## src/rtl/console_pkg.sv

```systemverilog
// Shared widths, scan FSM encoding and the sprite table entry used by the line scanner.
package console_pkg;

  localparam int COORD_X_W   = 11;
  localparam int COORD_Y_W   = 10;
  localparam int NUM_SPRITES = 4;
  localparam int SEL_W       = 2;

  typedef enum logic [1:0] {
    IDLE   = 2'd0,
    SETTLE = 2'd1,
    SAMPLE = 2'd2,
    COMMIT = 2'd3
  } scan_state_t;

  typedef struct packed {
    logic [COORD_X_W-1:0] x;
    logic [5:0]           off_y;
    logic                 valid;
  } sprite_entry_t;

endpackage

```

## src/rtl/sprite_span_check.sv

```systemverilog
// Horizontal coverage test of one committed sprite against the current pixel column.
module sprite_span_check
  import console_pkg::*;
#(
  parameter int SPRITE_W = 20
) (
  input  logic [COORD_X_W-1:0] pixel_x,
  input  logic [COORD_X_W-1:0] x_i,
  input  logic                 valid_i,
  output logic                 in_span,
  output logic [5:0]           offset
);

  logic [COORD_X_W:0] x_end;

  // One extra bit keeps sprites near the right edge from wrapping to column 0.
  assign x_end   = {1'b0, x_i} + (COORD_X_W+1)'(SPRITE_W);
  assign in_span = valid_i && (pixel_x >= x_i) && ({1'b0, pixel_x} < x_end);
  assign offset  = pixel_x[5:0] - x_i[5:0];

endmodule

```

## src/rtl/sprite_line_scanner.sv

```systemverilog
// Per-line sprite scan: walks the coordinate mux selector, builds a line table, and reports pixel hits.
module sprite_line_scanner
  import console_pkg::*;
#(
  parameter int SPRITE_W = 20,
  parameter int SPRITE_H = 20
) (
  input  logic                 clk,
  input  logic                 reset,
  input  logic                 new_line,
  input  logic [COORD_Y_W-1:0] line_y,
  input  logic [COORD_X_W-1:0] pixel_x,
  input  logic                 pixel_valid,
  input  logic [COORD_X_W-1:0] mux_x,
  input  logic [COORD_Y_W-1:0] mux_y,
  output logic [SEL_W-1:0]     selector,
  output logic                 scan_busy,
  output logic                 scan_done,
  output logic [NUM_SPRITES-1:0] active_mask,
  output logic                 hit,
  output logic [SEL_W-1:0]     hit_id,
  output logic [5:0]           hit_off_x,
  output logic [5:0]           hit_off_y
);

  scan_state_t     state_q, state_d;
  logic [SEL_W-1:0] idx_q, idx_d;

  sprite_entry_t shadow    [NUM_SPRITES];
  sprite_entry_t committed [NUM_SPRITES];

  logic [COORD_Y_W:0] y_end;
  logic               sample_valid;
  logic [5:0]         sample_off_y;

  always_ff @(posedge clk) begin
    if (reset) begin
      state_q <= IDLE;
      idx_q   <= '0;
    end else begin
      state_q <= state_d;
      idx_q   <= idx_d;
    end
  end

  always_comb begin
    state_d = state_q;
    idx_d   = idx_q;
    case (state_q)
      IDLE: begin
        if (new_line) begin
          idx_d   = '0;
          state_d = SETTLE;
        end
      end
      SETTLE: state_d = SAMPLE;
      SAMPLE: begin
        if (idx_q == SEL_W'(NUM_SPRITES-1)) begin
          state_d = COMMIT;
        end else begin
          idx_d   = idx_q + SEL_W'(1);
          state_d = SETTLE;
        end
      end
      COMMIT: begin
        idx_d   = '0;
        state_d = IDLE;
      end
      default: begin
        idx_d   = '0;
        state_d = IDLE;
      end
    endcase
  end

  assign selector  = idx_q;
  assign scan_busy = (state_q != IDLE);
  assign scan_done = (state_q == COMMIT);

  assign y_end        = {1'b0, mux_y} + (COORD_Y_W+1)'(SPRITE_H);
  assign sample_valid = (line_y >= mux_y) && ({1'b0, line_y} < y_end);
  assign sample_off_y = line_y[5:0] - mux_y[5:0];

  always_ff @(posedge clk) begin
    if (reset) begin
      for (int unsigned i = 0; i < NUM_SPRITES; i++) begin
        shadow[i]    <= '0;
        committed[i] <= '0;
      end
    end else begin
      if (state_q == SAMPLE) begin
        shadow[idx_q] <= '{x: mux_x, off_y: sample_off_y, valid: sample_valid};
      end
      if (state_q == COMMIT) begin
        for (int unsigned i = 0; i < NUM_SPRITES; i++) begin
          committed[i] <= shadow[i];
        end
      end
    end
  end

  logic [NUM_SPRITES-1:0] in_span;
  logic [5:0]             span_off [NUM_SPRITES];

  for (genvar g = 0; g < NUM_SPRITES; g++) begin : g_span
    assign active_mask[g] = committed[g].valid;

    sprite_span_check #(
      .SPRITE_W (SPRITE_W)
    ) u_span (
      .pixel_x (pixel_x),
      .x_i     (committed[g].x),
      .valid_i (committed[g].valid),
      .in_span (in_span[g]),
      .offset  (span_off[g])
    );
  end

  logic             hit_d;
  logic [SEL_W-1:0] hit_id_d;
  logic [5:0]       hit_off_x_d;
  logic [5:0]       hit_off_y_d;

  // Ascending scan that latches only the first match gives lowest-index priority.
  always_comb begin
    hit_d       = 1'b0;
    hit_id_d    = '0;
    hit_off_x_d = '0;
    hit_off_y_d = '0;
    for (int unsigned i = 0; i < NUM_SPRITES; i++) begin
      if (!hit_d && pixel_valid && in_span[i]) begin
        hit_d       = 1'b1;
        hit_id_d    = SEL_W'(i);
        hit_off_x_d = span_off[i];
        hit_off_y_d = committed[i].off_y;
      end
    end
  end

  always_ff @(posedge clk) begin
    if (reset) begin
      hit       <= 1'b0;
      hit_id    <= '0;
      hit_off_x <= '0;
      hit_off_y <= '0;
    end else begin
      hit       <= hit_d;
      hit_id    <= hit_id_d;
      hit_off_x <= hit_off_x_d;
      hit_off_y <= hit_off_y_d;
    end
  end

endmodule

```

## config.mk

```make
export PLATFORM = sky130hd
export DESIGN_NAME = sprite_line_scanner
export DESIGN_NICKNAME = d
export VERILOG_FILES = /design/src/rtl/console_pkg.sv /design/src/rtl/sprite_span_check.sv /design/src/rtl/sprite_line_scanner.sv
export SDC_FILE = /design/constraint.sdc
export NUM_CORES = 1
export LEC_CHECK = 0
export CORE_MARGIN = 3
export CORE_UTILIZATION = 59
export DETAILED_ROUTE_END_ITERATION = 7
export PLACE_DENSITY_LB_ADDON = 0.2
export RECOVER_POWER = 25
export SLEW_MARGIN = 20
export SYNTH_ARGS = -nofsm -noshare
export SYNTH_HDL_FRONTEND = slang
export SYNTH_SLANG_ARGS = --single-unit
```

## constraint.sdc

```tcl
create_clock -name clk -period 4.7 [get_ports clk]
set_clock_uncertainty 0.1 [all_clocks]
set_input_delay 0.94 -clock clk [delete_from_list [all_inputs] [get_ports clk]]
set_output_delay 0.94 -clock clk [all_outputs]
set_load 0.02 [all_outputs]
```

==> flow_summary.yaml <==
status:
  status: "complete, no violations"
drt:
  viasPerCell: 5.748
  ant_nets: 0
  drt_first_iter_violations: 557
  drc: 0
  via_count: 6731
  postRouteWirelength_microns: 22220
  dr.pass1.iters: 8
  wire_per_inst_microns: 18.97
timing:
  rsz0062_at_grt: "no"
  finalWorstPathRequiredPeriod_ps: 3928
  slew_violations: 0
  period_share: 0.8358
  hold_ws_ps: 415.9
  tightest_slew_ps: 1409
  setup_viol: 0
  finalSetupTns_ps: 0
  max_clock_freq_ghz: 0.2546
  slew-limit-headroom: 0.06055
  final_hold_viol_count: 0
clock_tree:
  numCtsBuffers: 17
  postCtsResizedCells: 0
  tritoncts: "built"
  htree_num_levels: 4
  cts_root_buffer: "clkbuf_16"
  clkSinkCount: 163
  cts_buffer_depth: 2
  clock_latency_ps: 420
  postCtsHoldBufs: 0
  clkSlewWorstSetupHoldPaths_ps: 60
  postCtsSetupRepairBufs: 0
yosys:
  yosys_warnings: 0
  synth_seq_cells: 163
  synth.distinct_cells: 65
  syn_area_per_cell_sq_um: 11.20
  yosysTopAreaCellShare: 0.4460
  synthFlopType: "edfxtp_1"
  synth_edf_count: 144
  yosysTopAreaCell: "edfxtp_1"
  synth.most_common_cell: "edfxtp_1"
  ys_seq_area_frac: 0.4852
  synth_nets: 1021
  async_flop_share: 0
  synth_cells: 866
  synthTopCellsByCount: "edfxtp_1 (144), and2_1 (111), ha_1 (104), inv_1 (81), nor2_1 (51)"
  synth_area_leaders: "edfxtp_1 (45%), ha_1 (13%), and2_1 (7.2%), dfxtp_1 (3.9%), xnor2_1 (3.8%)"
  synthesis.area_sq_um: 9696
floorplanning:
  die_w_microns: 134.2
  ioPinCount: 69
  num_rows: 46
  fp.coreArea_sq_um: 16000
  start_util: 0.6060
  die_area_sq_um: 18010
  die_h_microns: 134.2
critical_path:
  crit_arrival_ps: 4060
  start_kind: "primary input"
  cp_top_family: "compound AO/OA/AOI/OAI gates"
  crit_type: "in -> reg"
  path_cells: "clkdlybuf4s50_1 -> inv_1 -> ha_1 -> fa_1 -> nor2_1 -> o31ai_1 -> a221oi_1 -> o21ai_0 -> o211a_1 -> buf_4 -> nor4b_2 -> o21a_1 -> a311oi_2"
  crit_slowest_cell: "nor4b_2"
  slowest_delay_ps: 490
  cp.buffers_inverters: 3
  end_kind: "flip-flop"
  worstPathMaxFanout: 16
  required_ps: 4840
  reg2reg_slack_ps: 820
global_route:
  first_global_vias: 6642
  grt_max_degree: 73
  antenna_found_initial: 0
  grt_overflow: 0
  grt_usage: 0.2560
  grt_pass1_wl_microns: 35470
cells_and_area:
  area_delta_synth_final_pct: 15.51
  antenna_cells: 0
  drive_above_1_share: 0.07016
  num-nets-final: 1098
placement:
  hpwl_microns: 17190
  io_buffer_count: 68
  gp_congestion: 0.9208
power:
  pwr_density_cell_nw_per_um2: 309.4
  ir_worst_vdd_v: 0.0003043
  leakagePower_nw: 4.600
min_path:
  hp-class: "reg -> reg"
job:
  drv_cap: 0
## per-layer routing
layer  global-route usage  routed length (microns)
met5                    0                        0
met4              0.06957                      363
met3              0.05401                     1462
met2               0.3997                    10120
met1               0.3671                    10280
## logic make-up (layout without fill, tap and decap cells)
| group | Yosys count | after routing | synth area share |
|---|---|---|---|
| simple gates | 273 | 273 | 0.1591 |
| buf+inv | 110 | 199 | 0.04659 |
| compound gates | 159 | 159 | 0.1173 |
| xor+xnor | 51 | 51 | 0.04607 |
| flops | 163 | 163 | 0.4852 |
| mux | 1 | 1 | 0.001161 |
| fa+ha+maj | 109 | 109 | 0.1445 |
## worst paths after layout
| check | startpoint | end | cells past startpoint |
|---|---|---|---|
| min reg2reg | shadow[0][9]$_SDFFCE_PN0P_ | committed[0][9]$_SDFFCE_PN0P_ | 1 |
| min | shadow[0][9]$_SDFFCE_PN0P_ | committed[0][9]$_SDFFCE_PN0P_ | 1 |
| max reg2reg | committed[1][9]$_SDFFCE_PN0P_ | hit_off_y[5]$_SDFF_PP0_ | 12 |
| max | pixel_x[0] | hit_off_x[5]$_SDFF_PP0_ | 13 |
## area by class of cell
| type | instances | area, sq um |
|---|---|---|
| fill | 1178 | 4801 |
| sequential | 163 | 4705 |
| multi-input combinational | 593 | 4542 |
| timing repair buffer | 87 | 820.8 |
| clock buffer | 18 | 429.2 |
| inverter | 81 | 304.0 |
| tap | 216 | 270.3 |
| clock inverter | 13 | 128.9 |
## state kept, by name (all words and copies together), names as in the netlist
signal     flops
committed     72
hit            1
hit_id         2
hit_off_x      6
hit_off_y      6
selector       2
shadow        72
state_q        2
## cells in the final DEF, fill, tap and decap left out, types with 9 or more instances in the layout
cell type | netlist | layout
edfxtp_1 | 144 | 144
ha_1 | 104 | 104
and2_1 | 111 | 86
inv_1 | 81 | 81
clkdlybuf4s50_1 | 0 | 52
nor2_1 | 51 | 51
xnor2_1 | 42 | 42
a21oi_1 | 34 | 34
o21ai_0 | 28 | 28
and2_0 | 0 | 25
nand2_1 | 22 | 22
nor3_1 | 19 | 19
dfxtp_1 | 19 | 19
clkbuf_16 | 0 | 17
dlygate4sd3_1 | 0 | 16
and3_1 | 15 | 15
a21o_1 | 14 | 14
o21a_1 | 14 | 14
buf_4 | 4 | 14
xor2_1 | 9 | 9
nand4_1 | 9 | 9
nor2b_1 | 10 | 9
## metrics by stage
stage / instances / power (mW) / util / area (sq um) / worst slack (ps)
finish: 1171 / 3.465 / 0.7000 / 11200 / 771.6
global route: 1171 / 3.605 / 0.7000 / 11200 / 547.5
CTS: 1171 / 3.484 / 0.7012 / 11220 / 832.2
detailed placement: 1140 / 2.195 / 0.6663 / 10660 / 398.2
global placement: 1140 / 2.176 / 0.6663 / 10660 / 487.8
floorplan: 866 / 2.003 / - / 9696 / 1150
## where the power goes
part	switching (mW)	internal [mW]	total (mW)	leakage, nW
Sequential	0.0350	1.63	1.67	1.64
Clock	0.563	0.736	1.30	0.270
Combinational	0.280	0.217	0.496	2.69
Power figures use the tool's default switching activity.
